`config.mk`:
```
export PLATFORM = sky130hd
export DESIGN_NAME = seq_mag_comparator
export DESIGN_NICKNAME = d
export VERILOG_FILES = /design/src/rtl/seq_mag_comparator.sv
export SDC_FILE = /design/constraint.sdc
export NUM_CORES = 1
export LEC_CHECK = 0
export ABC_CLOCK_PERIOD_IN_PS = 2100
export BUFFER_PORTS_ARGS = -buffer_cell sky130_fd_sc_hd__buf_4
export CAP_MARGIN = 20
export CORE_ASPECT_RATIO = 0.8
export CORE_MARGIN = 2
export CORE_UTILIZATION = 40
export CTS_CLUSTER_SIZE = 8
export DETAILED_ROUTE_END_ITERATION = 7
export PLACE_DENSITY_LB_ADDON = 0.05
export SLEW_MARGIN = 10
export SYNTH_ARGS = -nofsm -noshare
export SYNTH_HDL_FRONTEND = slang
export SYNTH_SLANG_ARGS = --single-unit
export TNS_END_PERCENT = 100
```
`constraint.sdc`:
```
create_clock -name clk -period 2.1 [get_ports clk]
set_input_delay 0.105 -clock clk [delete_from_list [all_inputs] [get_ports clk]]
set_output_delay 0.105 -clock clk [all_outputs]
set_load 0.05 [all_outputs]
```
`src/rtl/seq_mag_comparator.sv`:
```
// seq_mag_comparator: serial MSB-first magnitude comparator, SLICE bits per cycle.
// Relational result is selected by mode (EQ/NEQ/LT/LE/GT/GE); is_signed selects
// a two's-complement compare by flipping both MSBs at latch time (offset binary).
// Optional macro SEQ_MAG_COMPARATOR_EARLY_EXIT_EN: leave RUN at the first
// differing slice. Without it, every compare takes exactly NSLICE cycles.
module seq_mag_comparator #(
  parameter int unsigned WIDTH = 6,
  parameter int unsigned SLICE = 2
) (
  input  logic             clk,
  input  logic             reset,
  input  logic             start,
  input  logic [2:0]       mode,
  input  logic             is_signed,
  input  logic [WIDTH-1:0] a,
  input  logic [WIDTH-1:0] b,
  output logic             busy,
  output logic             done,
  output logic             result,
  output logic             eq,
  output logic             lt,
  output logic             gt
);

  localparam int unsigned NSLICE = WIDTH / SLICE;
  localparam int unsigned IDXW   = (NSLICE > 1) ? $clog2(NSLICE) : 1;

  // Reject illegal parameter combinations at elaboration
  if ((WIDTH < 2) || (SLICE < 1) || ((WIDTH % SLICE) != 0)) begin : g_bad_params
    $error("seq_mag_comparator: WIDTH must be >= 2 and a multiple of SLICE");
  end

  typedef enum logic [1:0] {
    ST_IDLE = 2'd0,
    ST_RUN  = 2'd1,
    ST_DONE = 2'd2
  } state_t;

  state_t           state;
  logic [IDXW-1:0]  idx;
  logic [WIDTH-1:0] a_sh;
  logic [WIDTH-1:0] b_sh;
  logic [2:0]       mode_q;

`ifndef SEQ_MAG_COMPARATOR_EARLY_EXIT_EN
  logic found;
  logic rec_lt;
  logic rec_gt;
`endif

  logic [SLICE-1:0] sa_c;
  logic [SLICE-1:0] sb_c;
  logic             sl_lt_c;
  logic             sl_gt_c;
  logic             last_c;
  logic             exit_c;
  logic             fin_lt_c;
  logic             fin_gt_c;
  logic             fin_eq_c;

  // Map the final flags onto the relation requested by mode
  function automatic logic sel_rel(input logic [2:0] m, input logic e, input logic l,
                                   input logic g);
    case (m)
      3'b000:  sel_rel = e;
      3'b001:  sel_rel = ~e;
      3'b010:  sel_rel = l;
      3'b011:  sel_rel = l | e;
      3'b100:  sel_rel = g;
      3'b101:  sel_rel = g | e;
      default: sel_rel = 1'b0;
    endcase
  endfunction

  // Current top slice of each shifting operand
  assign sa_c    = a_sh[WIDTH-1 -: SLICE];
  assign sb_c    = b_sh[WIDTH-1 -: SLICE];
  assign sl_lt_c = (sa_c < sb_c);
  assign sl_gt_c = (sa_c > sb_c);

  // Decide whether RUN ends this cycle and what the final flags would be
  always_comb begin
    last_c = (idx == IDXW'(NSLICE - 1));
`ifdef SEQ_MAG_COMPARATOR_EARLY_EXIT_EN
    fin_lt_c = sl_lt_c;
    fin_gt_c = sl_gt_c;
    exit_c   = last_c | sl_lt_c | sl_gt_c;
`else
    fin_lt_c = found ? rec_lt : sl_lt_c;
    fin_gt_c = found ? rec_gt : sl_gt_c;
    exit_c   = last_c;
`endif
    fin_eq_c = ~(fin_lt_c | fin_gt_c);
  end

  // Control FSM, operand shifters and registered outputs
  always_ff @(posedge clk) begin
    if (reset) begin
      state  <= ST_IDLE;
      idx    <= '0;
      a_sh   <= '0;
      b_sh   <= '0;
      mode_q <= 3'b000;
      busy   <= 1'b0;
      done   <= 1'b0;
      result <= 1'b0;
      eq     <= 1'b0;
      lt     <= 1'b0;
      gt     <= 1'b0;
`ifndef SEQ_MAG_COMPARATOR_EARLY_EXIT_EN
      found  <= 1'b0;
      rec_lt <= 1'b0;
      rec_gt <= 1'b0;
`endif
    end else begin
      done <= 1'b0;
      case (state)
        ST_IDLE, ST_DONE: begin
          busy  <= 1'b0;
          state <= ST_IDLE;
          if (start) begin
            a_sh   <= is_signed ? {~a[WIDTH-1], a[WIDTH-2:0]} : a;
            b_sh   <= is_signed ? {~b[WIDTH-1], b[WIDTH-2:0]} : b;
            mode_q <= mode;
            idx    <= '0;
            busy   <= 1'b1;
            result <= 1'b0;
            eq     <= 1'b0;
            lt     <= 1'b0;
            gt     <= 1'b0;
            state  <= ST_RUN;
`ifndef SEQ_MAG_COMPARATOR_EARLY_EXIT_EN
            found  <= 1'b0;
            rec_lt <= 1'b0;
            rec_gt <= 1'b0;
`endif
          end
        end
        ST_RUN: begin
          if (exit_c) begin
            busy   <= 1'b0;
            done   <= 1'b1;
            eq     <= fin_eq_c;
            lt     <= fin_lt_c;
            gt     <= fin_gt_c;
            result <= sel_rel(mode_q, fin_eq_c, fin_lt_c, fin_gt_c);
            state  <= ST_DONE;
          end else begin
            idx  <= idx + IDXW'(1);
            a_sh <= a_sh << SLICE;
            b_sh <= b_sh << SLICE;
`ifndef SEQ_MAG_COMPARATOR_EARLY_EXIT_EN
            if (!found && (sl_lt_c || sl_gt_c)) begin
              found  <= 1'b1;
              rec_lt <= sl_lt_c;
              rec_gt <= sl_gt_c;
            end
`endif
          end
        end
        default: begin
          busy  <= 1'b0;
          state <= ST_IDLE;
        end
      endcase
    end
  end

endmodule

```
==> impl_metrics.sql, run 1 <==
INSERT INTO impl_metrics (metric_group, metric, value, unit) VALUES
('global_routing', 'initial_antenna_violation_count', '0', ''),
('power_and_ir_drop', 'pwr_density_cell', '745', 'nW/um^2'),
('clock_tree', 'cts_htree_levels', '1', ''),
('clock_tree', 'holdBufCountCts', '0', ''),
('synth', 'post_synth_mux_area_share', '0.798', '%'),
('place', 'post-dp-hpwl', '1910', 'um'),
('critical_path', 'crit_buf_inv', '1', ''),
('critical_path', 'timing.critical_path.from_type', 'flop', ''),
('timing', 'fin_crit_sh', '84.5', '%'),
('timing', 'finClkSkew', '0.00227', 'ns'),
('detailed_routing', 'route.antenna.remaining_nets', '0', ''),
('clock_tree', 'cts_sinks', '27', ''),
('global_routing', 'grt_use_total', '16.2', '%'),
('final_layout', 'post_layout_cell_count', '214', ''),
('timing', 'finalSetupViolations', '0', ''),
('clock_tree', 'clk-insertion-delay-late', '0.27', 'ns'),
('synth', 'largest_family_of_logic_cells_by_synthesized_area', 'simple AND/OR/NAND/NOR gates', ''),
('place', 'place.gp.congestion', '0.854', ''),
('timing', 'rsz0062_at_grt', 'no', ''),
('synth', 'yosysTopAreaCellShare', '43.1', '%'),
('synth', 'synthesis.instances', '154', ''),
('synth', 'synth_compound_area_share', '23.4', '%'),
('min_path', 'min_path_cells', '3', ''),
('critical_path', 'r2r_start', 'b_sh[5]', ''),
('critical_path', 'max_stage_delay', '0.34', 'ns'),
('synth', 'synthFlopType', 'dfxtp_1', ''),
('synth', 'postSynthNetCount', '176', ''),
('synth', 'yosys.area_share.simple', '23.5', '%'),
('critical_path', 'worst_r2r_endpoint', 'result', ''),
('critical_path', 'worstPathCellList', 'inv_1, ha_1, nor2b_4, o21a_1, o31ai_1, a31oi_1, o31a_1', ''),
('timing', 'layout_min_cycle_time', '1.77', 'ns'),
('timing', 'total_negative_setup_slacks', '0', 'ns'),
('detailed_routing', 'drtIter0Drc', '43', ''),
('critical_path', 'cp-end-kind', 'flop', ''),
('critical_path', 'critical_path.startpoint', 'b_sh[5]', ''),
('critical_path', 'r2r_cells', '7', ''),
('critical_path', 'path_class', 'flop to flop', ''),
('critical_path', 'cpLargestDelayFamily', 'compound AO/OA/AOI/OAI gates', ''),
('floorplanning', 'floorplan.die.height', '54.1', 'um'),
('clock_tree', 'cts_inserted_buffers', '3', ''),
('critical_path', 'timing.critical_path.required', '2.27', 'ns'),
('synth', 'synth_seq_cells', '27', ''),
('final_layout', 'design.final.nets', '197', ''),
('synth', 'synth_edf_count', '0', ''),
('floorplanning', 'start_util', '41.2', '%'),
('synth', 'synth_sequential_area_ratio', '43.1', '%'),
('place', 'buffer_ports.inserted', '24', ''),
('synth', 'synth.distinct_cells', '36', ''),
('critical_path', 'cp_max_fo', '5', ''),
('timing', 'drv_slew', '0', ''),
('synth', 'synth_area_leaders', 'dfxtp_1, nand2_1, a21oi_1', ''),
('synth', 'synthesis.area', '1250', 'um^2'),
('timing', 'maxClockFrequency', '564', 'MHz'),
('critical_path', 'ff2ff_setup_slack', '0.33', 'ns'),
('outcome', 'run_status', 'completed', ''),
('timing', 'slew-limit-headroom', '64.1', '%'),
('detailed_routing', 'detailedRoute.firstPassIterationCount', '4', ''),
('global_routing', 'grt_max_degree', '28', ''),
('synth', 'synthesis.area_per_instance', '8.14', 'um^2'),
('place', 'place_inst', '210', ''),
('floorplanning', 'design.portCount', '25', ''),
('floorplanning', 'floorplan.die_area', '3600', 'um^2'),
('floorplanning', 'die-width', '66.6', 'um'),
('global_routing', 'via_count_of_the_first_global_routing_pass', '962', ''),
('detailed_routing', 'vias', '1112', ''),
('global_routing', 'grt_first_pass_wirelength', '4300', 'um'),
('clock_tree', 'tritoncts', 'built', ''),
('min_path', 'min_from', 'mode[2]', ''),
('power_and_ir_drop', 'ir_worst_vdd', '0.505', 'mV'),
('timing', 'tightestPinTransition', '0.538', 'ns'),
('synth', 'synthDominantAreaCellType', 'dfxtp_1', '');
==> worst register-to-register path, delay by kind of cell (launching register included) <==
kind	cells	cell delay, ns
adders and majority gates	1	0.33
and+or+nand+nor	1	0.16
AOI/OAI and AO/OA	4	0.80
buffers and inverters	1	0.05
DFF	1	0.34
==> how the worst max path moves through the flow <==
stage                  end  slack, ns  depth (start not counted)
detailed placement  result       0.34                          7
finish              result       0.33                          7
global route        result       0.21                          7
floorplan               eq       0.43                          4
global placement    result       0.38                          7
CTS                 result       0.33                          7
==> registers in the layout, summed over array words and instances (netlist names) <==
register	count
a_sh	6
b_sh	6
done	1
eq	1
found	1
gt	1
idx	2
lt	1
mode_q	3
rec_gt	1
rec_lt	1
result	1
state	2
==> routing by layer <==
metal | wire, um | GRT usage [%] | up-vias | part of all wire (%)
met1 | 1340 | 21.7 | 513 | 50
met5 | 0 | 0 | - | 0
met3 | 119 | 5.02 | 2 | 4.5
met4 | 9 | 4.08 | 0 | 0.34
li1 | - | - | 577 | -
met2 | 1200 | 25.7 | 20 | 45
==> report_power, final <==
group          internal [uW]  leakage, uW  total (uW)  switching, uW
registers                544     0.000221         568           23.1
clock network            133    0.0000255         295            162
logic                    113     0.000362         254            141
total                    790     0.000609        1120            327
==> through the flow <==
stage | util (%) | hold WS, ns | area [um^2] | total power, uW | setup WS (ns)
3_5_place_dp | 47.8 | 0.363 | 1450 | 834 | 0.337
5_1_grt | 49.3 | 0.0651 | 1500 | 1190 | 0.210
3_3_place_gp | 47.8 | 0.355 | 1450 | 829 | 0.375
2_1_floorplan | - | 0.241 | 1250 | 767 | 0.426
4_1_cts | 49.3 | 0.0627 | 1500 | 1130 | 0.325
6_report | 49.3 | 0.0718 | 1500 | 1120 | 0.325
==> cell type report <==
class / instances / area, um^2
Fill cell: 329 / 1540
Multi-Input combinational cell: 113 / 652
Sequential cell: 27 / 541
Timing Repair Buffer: 26 / 195
Tap cell: 40 / 50.0
Clock buffer: 3 / 41.3
Inverter: 4 / 15.0
Clock inverter: 1 / 5.00
==> placed cells by master (no fill, tap or decap), drive strengths merged, types with 2 or more instances in the layout <==
master and n:
nor2 19, a21oi 17, o21ai 5, nand2b 5, dfxtp 27, ha 3, xnor2 2, a311oi 6
nand2 26, nor3 3, nand3 3, a22oi 4, clkbuf 3, o211ai 3, inv 4, a31oi 2
o21a 2, buf 26, nor2b 2
==> synthesized netlist by cell type (2+ instances only) <==
master and count:
nand3_1 3, clkbuf_1 3, nand2b_1 5, nand2_1 25, inv_1 4, o211ai_1 3
ha_1 3, xnor2_1 2, a22oi_1 4, buf_2 4, a31oi_1 2, nor3_1 3
o21a_1 2, a311oi_1 6, dfxtp_1 27, nor2_1 19, a21oi_1 16, o21ai_0 4
buf_1 2
==> cell families (layout without fill, tap and decap cells) <==
logic type,after synthesis,in the layout
compound gates,44,44
xor+xnor,2,2
fa+ha+maj,3,3
buf+inv,14,34
flops,27,27
mux,1,1
simple gates,63,63
No activity file was read; power rests on OpenSTA's default activity.
==> run 2: changes to the inputs <==
Settings changed: ABC_CLOCK_PERIOD_IN_PS 2100 to 1600.
Clock period 2.1 ns to 1.6 ns, I/O delays scaled along.
==> run 2 against run 1 <==
Compared with the run above:
- the flow now finishes with violations (negative setup slack)
- die area is the same
- clock skew grew 0.0017 ns
- flip-flop and latch count is the same
- sequential share of layout area shrank 2.2 points
- final area grew 7.3%
- sequential power grew 32%
- non-clock buffer count grew 9
- critical path type unchanged
==> impl_metrics.sql, run 2 (synthesis gave the netlist of run 1 again) <==
INSERT INTO impl_metrics (metric_group, metric, value, unit) VALUES
('floorplanning', 'fp.coreArea', '3040', 'um^2'),
('final_layout', 'layout.cells.most_common_list', 'buf_4, nand2_1, dfxtp_1, nor2_1, a21oi_1', ''),
('timing', 'total_negative_setup_slacks', '-0.0427', 'ns'),
('place', 'post-dp-hpwl', '2050', 'um'),
('critical_path', 'critical_path_arrival', '1.83', 'ns'),
('final_layout', 'post_layout_cell_count', '223', ''),
('detailed_routing', 'detailedRoute.firstPassIterationCount', '4', ''),
('timing', 'finClkSkew', '0.00395', 'ns'),
('timing', 'final_hold_viol_count', '0', ''),
('detailed_routing', 'vias', '1164', ''),
('timing', 'finalSetupViolations', '2', ''),
('detailed_routing', 'drtIter0Drc', '52', ''),
('final_layout', 'area_growth', '28.2', '%'),
('clock_tree', 'cts_inserted_buffers', '3', ''),
('timing', 'fin_crit_sh', '102', '%'),
('global_routing', 'via_count_of_the_first_global_routing_pass', '994', ''),
('power_and_ir_drop', 'pwr_density_cell', '957', 'nW/um^2'),
('outcome', 'run_status', 'finished with violations', ''),
('detailed_routing', 'drc_errors', '0', ''),
('timing', 'worst_hold_check_slack', '0.0501', 'ns'),
('timing', 'maxClockFrequency', '616', 'MHz'),
('job', 'max_cap_viol_count', '0', ''),
('timing', 'rsz0062_at_grt', 'yes', ''),
('detailed_routing', 'avgRoutedWirePerCell', '12.8', 'um'),
('critical_path', 'r2r_cells', '6', ''),
('final_layout', 'reg.largest.list', 'a_sh (6), b_sh (6), mode_q (3)', ''),
('clock_tree', 'max-clock-path-buffers', '2', ''),
('detailed_routing', 'route.antenna.remaining_nets', '0', ''),
('critical_path', 'timing.critical_path.from_type', 'flop', ''),
('floorplanning', 'die-width', '66.6', 'um'),
('clock_tree', 'clk-insertion-delay-late', '0.27', 'ns'),
('clock_tree', 'cts_htree_levels', '1', ''),
('floorplanning', 'floorplan.die_area', '3600', 'um^2'),
('final_layout', 'finish.instance_area', '1610', 'um^2'),
('timing', 'layout_min_cycle_time', '1.62', 'ns'),
('critical_path', 'cp-end-kind', 'flop', ''),
('timing', 'slew-limit-headroom', '77.1', '%'),
('outcome', 'failing_checks', 'negative setup slack', ''),
('power_and_ir_drop', 'ir_worst_vdd', '0.503', 'mV'),
('clock_tree', 'clock_root_buffer_master', 'clkbuf_8', ''),
('timing', 'post-route-worst-setup-slack', '-0.0246', 'ns'),
('place', 'postPlaceCellArea', '1540', 'um^2'),
('timing', 'drv_slew', '0', ''),
('floorplanning', 'floorplan.die.height', '54.1', 'um'),
('place', 'buffer_ports.inserted', '24', ''),
('critical_path', 'worst_path_max_delay_cell', 'or4_1', ''),
('power_and_ir_drop', 'power_leakage', '0.000656', 'uW'),
('global_routing', 'grt_first_pass_wirelength', '4780', 'um'),
('final_layout', 'ff_latch_area', '544', 'um^2'),
('floorplanning', 'floorplan_row_count', '18', ''),
('final_layout', 'design.final.nets', '206', ''),
('final_layout', 'multi_input_area', '677', 'um^2'),
('global_routing', 'initial_antenna_violation_count', '0', ''),
('place', 'place.gp.congestion', '0.783', ''),
('floorplanning', 'start_util', '41.2', '%'),
('final_layout', 'final.fill_count', '305', ''),
('clock_tree', 'clk_pin_slew', '0.09', 'ns'),
('timing', 'tightestPinTransition', '0.341', 'ns'),
('detailed_routing', 'postRouteWirelength', '2850', 'um'),
('min_path', 'hold_path.class', 'primary input to flop', ''),
('critical_path', 'max_stage_delay', '0.51', 'ns'),
('clock_tree', 'tritoncts', 'built', ''),
('place', 'place_inst', '218', ''),
('critical_path', 'cp_max_fo', '5', ''),
('floorplanning', 'design.portCount', '25', ''),
('detailed_routing', 'drt-vias-per-instance', '5.22', ''),
('final_layout', 'drive_gt1_share', '27.9', '%'),
('critical_path', 'ff2ff_setup_slack', '-0.02', 'ns'),
('final_layout', 'layout.cells.most_common', 'buf_4', ''),
('critical_path', 'worstPathCellList', 'inv_2, ha_4, nor2b_4, o21a_1, or4_1, a21oi_1', ''),
('clock_tree', 'cts_sinks', '27', ''),
('final_layout', 'insertedDiodeCount', '0', ''),
('global_routing', 'grt_max_degree', '28', ''),
('critical_path', 'path_class', 'flop to flop', ''),
('critical_path', 'timing.critical_path.required', '1.81', 'ns'),
('global_routing', 'grt_use_total', '18.0', '%'),
('global_routing', 'gr-total-overflow', '0', ''),
('min_path', 'min_path_cells', '3', '');
## run 2: cell types whose count changed in the layout (fill, tap and decap cells not counted)
cell,delta
buf_4,+8
dfxtp_1,-3
dfxtp_2,+3
ha_1,-3
ha_2,+2
a21oi_2,-1
a21oi_4,+1
buf_12,+1
ha_4,+1
inv_1,-1
inv_2,+1
## run 2: path summary, 6_finish.rpt
path         startpoint        end
max             b_sh[5]         eq
min             mode[1]  mode_q[1]
max reg2reg     b_sh[5]         eq
min reg2reg     b_sh[5]    b_sh[5]
## run 2: layer usage
| metal | vias to the layer above | track usage, % | wire length (um) |
|---|---|---|---|
| met5 | - | 0 | 0 |
| met4 | 0 | 6.12 | 31 |
| met3 | 2 | 4.39 | 150 |
| met2 | 25 | 27.0 | 1240 |
| met1 | 540 | 25.4 | 1430 |
| li1 | 597 | - | - |
## run 2: final cells by class
type / count / area share, %
Inverter: 4 / 0.934
Multi-Input combinational cell: 113 / 42.1
Clock buffer: 3 / 2.57
Tap cell: 40 / 3.11
Timing Repair Buffer: 35 / 17.1
Sequential cell: 27 / 33.9
Clock inverter: 1 / 0.311
## run 2: metrics by stage
step,setup slack (ns),util [%],total power [uW]
after floorplan,0.0172,-,1020
after global placement,-0.0234,50.6,1150
after detailed placement,-0.0719,50.6,1160
after CTS,-0.0358,52.6,1550
after global routing,-0.0954,52.9,1640
final,-0.0246,52.9,1540
## run 2: where the power goes
group          leakage, uW  internal [uW]  total (uW)  switching, uW
logic             0.000409            208         414            206
clock network    0.0000255            174         377            203
registers         0.000222            716         748           31.9
## run 2: timing repair
action                                 4_1_cts  5_1_grt
buffers inserted                             1        0
endpoints found under the hold margin        0        0
pin swaps                                    4        1
resized for setup                            4        2
setup endpoints to repair                    2        4
hold buffers                                 0        0
## run 2: critical path: cells and delay by family, from the launching register on
family,cells,cell delay (ns)
AOI/OAI and AO/OA,2,0.32
adders and majority gates,1,0.22
buffers and inverters,1,0.04
DFF,1,0.34
and+or+nand+nor,2,0.64
